--- src/rtl/acc_display.sv ---
// rtl/acc_display.sv - 6-bit value to two BCD digits via double-dabble, driving a 2-digit muxed 7-seg display
module acc_display #(
   parameter int REFRESH_DIV = 50000,
   parameter bit ACTIVE_LOW  = 1'b1,
   parameter bit BLANK_LZ    = 1'b1
) (
   input  logic       clk,
   input  logic       rst,
   input  logic [5:0] value,
   input  logic       load,
   output logic       busy,
   output logic       done,
   output logic [3:0] tens,
   output logic [3:0] ones,
   output logic [6:0] seg,
   output logic [1:0] an
);

   localparam int            CW      = (REFRESH_DIV > 2) ? $clog2(REFRESH_DIV) : 1;
   localparam logic [CW-1:0] CNT_MAX = CW'(REFRESH_DIV - 1);
   localparam logic          ST_IDLE = 1'b0;
   localparam logic          ST_CONV = 1'b1;
   localparam logic [6:0]    SEG_OFF = ACTIVE_LOW ? 7'h7F : 7'h00;
   localparam logic [1:0]    AN_OFF  = ACTIVE_LOW ? 2'b11 : 2'b00;

   logic          state;
   logic [5:0]    shreg;
   logic [7:0]    scratch;
   logic [2:0]    step;
   logic [7:0]    adj;
   logic [7:0]    nxt_scratch;
   logic [CW-1:0] cnt;
   logic          sel;
   logic [3:0]    disp_digit;
   logic [6:0]    pat;
   logic [1:0]    an_raw;

   function automatic logic [6:0] seg_pattern(input logic [3:0] d);
      logic [6:0] p;
      case (d)
         4'd0:    p = 7'h3F;
         4'd1:    p = 7'h06;
         4'd2:    p = 7'h5B;
         4'd3:    p = 7'h4F;
         4'd4:    p = 7'h66;
         4'd5:    p = 7'h6D;
         4'd6:    p = 7'h7D;
         4'd7:    p = 7'h07;
         4'd8:    p = 7'h7F;
         4'd9:    p = 7'h6F;
         default: p = 7'h00;
      endcase
      return p;
   endfunction

   // One double-dabble step: correct nibbles >= 5, then shift in the next binary bit.
   always_comb begin
      adj[7:4]    = (scratch[7:4] >= 4'd5) ? scratch[7:4] + 4'd3 : scratch[7:4];
      adj[3:0]    = (scratch[3:0] >= 4'd5) ? scratch[3:0] + 4'd3 : scratch[3:0];
      nxt_scratch = {adj[6:0], shreg[5]};
   end

   always_ff @(posedge clk) begin
      if (rst) begin
         state   <= ST_IDLE;
         busy    <= 1'b0;
         done    <= 1'b0;
         tens    <= 4'd0;
         ones    <= 4'd0;
         shreg   <= 6'd0;
         scratch <= 8'd0;
         step    <= 3'd0;
      end else begin
         done <= 1'b0;
         case (state)
            ST_IDLE: begin
               if (load) begin
                  shreg   <= value;
                  scratch <= 8'd0;
                  step    <= 3'd0;
                  busy    <= 1'b1;
                  state   <= ST_CONV;
               end
            end
            ST_CONV: begin
               scratch <= nxt_scratch;
               shreg   <= {shreg[4:0], 1'b0};
               step    <= step + 3'd1;
               if (step == 3'd5) begin
                  tens  <= nxt_scratch[7:4];
                  ones  <= nxt_scratch[3:0];
                  done  <= 1'b1;
                  busy  <= 1'b0;
                  state <= ST_IDLE;
               end
            end
            default: state <= ST_IDLE;
         endcase
      end
   end

   always_ff @(posedge clk) begin
      if (rst) begin
         cnt <= '0;
         sel <= 1'b0;
      end else if (cnt == CNT_MAX) begin
         cnt <= '0;
         sel <= ~sel;
      end else begin
         cnt <= cnt + 1'b1;
      end
   end

   // sel=0 scans the ones digit, sel=1 the tens digit.
   always_comb begin
      disp_digit = sel ? tens : ones;
      pat        = seg_pattern(disp_digit);
      if (sel && BLANK_LZ && (tens == 4'd0))
         pat = 7'h00;
      an_raw     = sel ? 2'b10 : 2'b01;
   end

   always_ff @(posedge clk) begin
      if (rst) begin
         seg <= SEG_OFF;
         an  <= AN_OFF;
      end else begin
         seg <= ACTIVE_LOW ? ~pat : pat;
         an  <= ACTIVE_LOW ? ~an_raw : an_raw;
      end
   end

endmodule

--- config.mk ---
export PLATFORM = sky130hd
export DESIGN_NAME = acc_display
export DESIGN_NICKNAME = d
export VERILOG_FILES = /design/src/rtl/acc_display.sv
export SDC_FILE = /design/constraint.sdc
export NUM_CORES = 1
export LEC_CHECK = 0
export ABC_AREA = 1
export CORE_UTILIZATION = 25
export CTS_CLUSTER_SIZE = 30
export DETAILED_ROUTE_END_ITERATION = 10
export HOLD_SLACK_MARGIN = 0.15
export SLEW_MARGIN = 20
export SYNTH_ARGS = -nofsm -noshare
export SYNTH_HDL_FRONTEND = slang
export SYNTH_SLANG_ARGS = --single-unit
--- constraint.sdc ---
create_clock -name clk -period 2.3 [get_ports clk]
set_input_delay 0.46 -clock clk [delete_from_list [all_inputs] [get_ports clk]]
set_output_delay 0.46 -clock clk [all_outputs]
set_load 0.02 [all_outputs]
### After elaboration in Yosys (flattened, before gate mapping)

Memory sizes are Yosys's and may differ from the RTL's.
Cells that the tools add are included.

| storage, ports and cells | value |
|---|---|
| flip-flop bits (word level) | 54 |
| ROM bits | 112 |
| input port bits | 9 |
| logic and storage cells | 51 |
| memories | 1 |

| operators by class | value |
|---|---|
| add/sub/neg operators | 4 |
| $lt $le $gt $ge | 2 |
| equal/unequal tests | 4 |
| mux-type cells | 18 |
| bitwise gates (word level) | 4 |
| reductions and logical operators | 6 |

Memory list:

| name | words | bits a word | rd ports | clocked after memory_dff | wr ports | RTL line | text |
|---|---|---|---|---|---|---|---|
| (name not given) | 16 | 7 | 1 | 0 | 0 | 40 | `case (d)` |

Operators with widths:

| cell | count |
|---|---|
| $add 16x1->16 const B | 1 |
| $eq 16x16->1 const B | 1 |
| $pmux 8 s2 | 1 |
| $pmux 6 s2 | 1 |
| $ge 4x3->1 const B | 2 |
| $mux 4 | 2 |
| $mux 8 | 1 |
| $mux 7 | 1 |
| $not 7->7 | 1 |
| $mux 3 | 2 |
| $mux 6 | 1 |
| $pmux 3 s2 | 1 |
| $mux 1 | 5 |
| $add 4x2->4 const B | 1 |
| $logic_not 4->1 | 1 |
| $pmux 1 s2 | 2 |
| $reduce_and 2->1 | 2 |
| $reduce_or 2->1 | 2 |
| $add 3x1->3 const B | 1 |
| $add 3x2->3 const B | 1 |
| $eq 3x3->1 const B | 1 |
| $mux 2 | 1 |
| $ne 2x1->1 const B | 1 |
| $ne 2x2->1 const B | 1 |
| other kinds (3) | 4 |

### Logic depth before layout (Yosys ltp)

| logic depth | value |
|---|---|
| depth after elaboration | 4 |
| depth in mapped cells | 9 |
| mapped depth without buffers | 9 |

### Worst setup path after synthesis

OpenSTA, ideal clock, no wires.

| timing path | value |
|---|---|
| path type | register to register |
| from | register sel |
| to | register seg[0] |
| data arrival time | 1574 ps |
| setup slack | 607 ps |
| stages on the path, launching flop included | 8 |
| path buffers | 1 |
| period minus slack after synthesis | 1693 ps |
| path through | dfxtp_1 -> buf_6 -> o21ai_0 -> inv_1 -> ha_1 -> or2_2 -> o211ai_1 -> nand2_1 |

| on the way | value |
|---|---|
| cells in the longest elaborated chain, start to end | 4 |
| elaborated cells on any way between the ends | 5 |
| those cells by class | mux: 2; bitwise: 1; reduce/logical: 1; memory: 1 |

RTL lines:

| item | RTL line | text |
|---|---|---|
| start: declaration | 33 | `logic sel;` |
| start signal: assignment | 108 | `sel <= ~sel;` |
| $mux 4 | 116 | `disp_digit = sel ? tens : ones;` |
| $mem_v2 16x7 | -- |  |
| $mux 7 (*) | 118 | `if (sel && BLANK_LZ && (tens == 4'd0))` |
| $not 7->7 (*) | 128 | `seg <= ACTIVE_LOW ? ~pat : pat;` |
| end signal: assignment | 128 |  |
| end: declaration | 15 | `output logic [6:0] seg,` |

Every way passes the cells marked *; elsewhere a longest branch is shown, timed or not.
A chain may end at the register's enable or synchronous reset.

### Worst setup path after layout

Same ends and word-level chain as after synthesis.

==> results.json <==
{
  "ys_types": 32,
  "maxSlewViolCount": 0,
  "hold_depth": 2,
  "grt_max_degree": 17,
  "hold_class": "reg -> reg",
  "cts.root.buffer_cell": "clkbuf_8",
  "endpoint_kind": "register",
  "die_y_um": 104,
  "min_period_over_period": 0.815,
  "slew-limit-headroom": 0.625,
  "synthSimpleGateAreaFrac": 0.306,
  "worstPathRequired_ns": 2.49,
  "nNetsFinal": 405,
  "grt_pass1_vias": 2129,
  "crit_fanout": 12,
  "hold_viol": 0,
  "r2r_end": "seg[0]",
  "fmax_ghz": 0.534,
  "synth_fa_ha_area_frac": 0.0579,
  "synthTopCellsByArea": "dfxtp_1 (42%), nand2_1 (13%), inv_1 (6.5%), ha_1 (5.8%), nand3_1 (5.8%)",
  "grt_use_total": 0.104,
  "clkTransAtPathRegs_ns": 0.09,
  "routed_wl_um": 5240,
  "place.gp.congestion": 0.825,
  "drcViolationCount": 0,
  "synth_top_cell_area_share": 0.417,
  "syn_avg_cell_area_sq_um": 7.34,
  "antenna_found_initial": 0,
  "status": "complete, no violations",
  "ant_nets": 0,
  "min_period_ns": 1.87,
  "post-place-ws_ns": 0.426,
  "irDropWorstVdd_mv": 0.346,
  "rsz0062_at_grt": "no",
  "synth_top_family_by_area": "simple AND/OR/NAND/NOR gates",
  "routed_via_density": 4.35,
  "area_growth_pct": 18.9,
  "synth_fp_nets": 374,
  "skew_ns": 0.0138,
  "die_w_um": 104,
  "placed_cells": 510,
  "ios": 28,
  "cts_tree": "built",
  "crit_path_start_kind": "register",
  "dieArea_sq_mm": 0.0108,
  "stdcell_count": 517,
  "drv_cap": 0,
  "num_antenna_cells": 0,
  "initial_core_util": 0.261,
  "core_sq_mm": 0.00991,
  "power_leakage_nw": 1.18,
  "cp.arrival_ns": 2.07,
  "synth_area_sq_mm": 0.00259,
  "yosys_warnings": 0,
  "fin_ws_ns": 0.426,
  "postCtsSetupBuffers": 0,
  "rrSetupSlack_ns": 0.43,
  "placed_area_sq_mm": 0.00300,
  "power_mw": 1.60,
  "ys_seq_area_frac": 0.417,
  "final.setup.tns_ns": 0,
  "io_buffers": 27,
  "yosys.area.top_type": "dfxtp_1",
  "synth_mux_area_frac": 0.00386,
  "drive_above_1_share": 0.0885,
  "design_area_sq_mm": 0.00308,
  "num-fill-cells": 1117,
  "multi_input_area_sq_mm": 0.00127,
  "via_count": 2251,
  "h-tree-depth": 2,
  "synth_compound_area_frac": 0.106,
  "setup_viol": 0,
  "synth_xor_area_frac": 0.0169,
  "cts_buffer_depth": 2,
  "cts_buffers": 5,
  "drtPass1Iterations": 6,
  "hpwl_um": 4080,
  "synth_cells": 353,
  "grt-ovfl-total": 0,
  "cellPowerDensity_mw_per_mm2": 520,
  "cts_resized": 0,
  "min-delay-start": "shreg[5]",
  "worstMarginPinSlew_ns": 0.557,
  "worstSetupPathType": "reg -> reg",
  "hold_slack_ns": 0.467,
  "wire_per_inst_um": 10.1,
  "min_to": "scratch[0]",
  "drtIter0Drc": 103,
  "regArea_sq_mm": 0.00108,
  "clk_latency_ns": 0.31,
  "fin_util": 0.311,
  "reg2reg_from": "sel",
  "ff2ff_path_depth": 6,
  "holdBufCountCts": 0,
  "grt_pass1_wl_um": 9390,
  "synth_seq_cells": 54,
  "num_rows": 36,
  "clock-sinks": 54
}
==> final cells by class <==
| class | count | share of cell area |
|---|---|---|
| Clock buffer | 6 | 0.0236 |
| Clock inverter | 1 | 0.00244 |
| Inverter | 48 | 0.0585 |
| Multi-Input combinational cell | 244 | 0.413 |
| Sequential cell | 54 | 0.351 |
| Tap cell | 133 | 0.0540 |
| Timing Repair Buffer | 31 | 0.0975 |
==> cell families (layout without fill, tap and decap cells) <==
family                   count (synthesis)  in the layout
XOR/XNOR                                 5              5
multiplexers                             1              1
adder cells (fa/ha/maj)                 12             12
flip-flops                              54             54
AO/OA/AOI/OAI                           49             49
AND/OR/NAND/NOR                        177            177
buffers and inverters                   55             86
==> how the worst max path moves through the flow <==
stage                     depth (start not counted)  startpoint  endpoint
after floorplan                                   7         sel    seg[0]
after global placement                            6         sel    seg[0]
after detailed placement                          6         sel    seg[0]
after CTS                                         6         sel    seg[0]
after global routing                              6         sel    seg[0]
final                                             6         sel    seg[0]
==> placed cells by master (no fill, tap or decap) <==
master	Yosys	routed
nand3_2	2	2
nor2_2	8	8
clkinvlp_4	0	1
a22oi_1	1	1
or2_2	2	2
inv_2	2	2
inv_1	45	45
clkbuf_1	1	1
clkbuf_8	0	5
dfxtp_1	54	54
clkinv_1	1	1
nand2_1	92	92
xor2_1	1	1
xnor2_1	4	4
o21ai_2	3	3
a21oi_2	3	3
nand2_4	1	1
nand2_2	2	2
nor2_1	25	25
or2_0	1	1
o211ai_1	2	2
nor3_1	1	1
mux2i_1	1	1
ha_1	12	12
nor2_4	1	1
nand3_1	30	30
buf_4	1	4
clkdlybuf4s50_1	0	27
and3_1	1	1
nand4_1	11	11
a21oi_1	20	20
o21ai_0	20	20
==> synth_stat cells <==
cell type / count
nand2_1: 92
dfxtp_1: 54
inv_1: 45
nand3_1: 30
nor2_1: 25
a21oi_1: 20
o21ai_0: 20
ha_1: 12
nand4_1: 11
nor2_2: 8
xnor2_1: 4
a21oi_2: 3
buf_2: 3
o21ai_2: 3
inv_2: 2
nand2_2: 2
nand3_2: 2
o211ai_1: 2
or2_2: 2
a22oi_1: 1
and3_1: 1
buf_12: 1
buf_4: 1
buf_6: 1
clkbuf_1: 1
clkinv_1: 1
mux2i_1: 1
nand2_4: 1
nor2_4: 1
nor3_1: 1
or2_0: 1
xor2_1: 1
==> registers in the layout, indices dropped and copies added (netlist names), 2 cells and up <==
register and count:
scratch 8, cnt 16, step 3, an 2, shreg 6, seg 7, ones 4, tens 4
==> per-layer routing <==
metal / routed length, um / share of wire / up-vias / track usage
li1: - / - / 1189 / -
met1: 2610 / 0.50 / 1024 / 0.133
met2: 2400 / 0.46 / 34 / 0.175
met3: 181 / 0.035 / 4 / 0.0227
met4: 51 / 0.0097 / 0 / 0.0296
met5: 0 / 0 / - / 0
==> worst max-delay path, cell delays in order, from the launching register on <==
cell      delay [ns]
dfxtp_1         0.44
o21ai_0         0.52
inv_1           0.13
ha_1            0.22
or2_2           0.30
o211ai_1        0.09
nand2_1         0.06
==> report_power, final <==
group	switching (mW)	total, mW	internal, mW
clock	0.301	0.510	0.210
combinational	0.0658	0.118	0.0519
sequential	0.0163	0.973	0.957
Note: power is estimated with default switching activity, not from simulation.
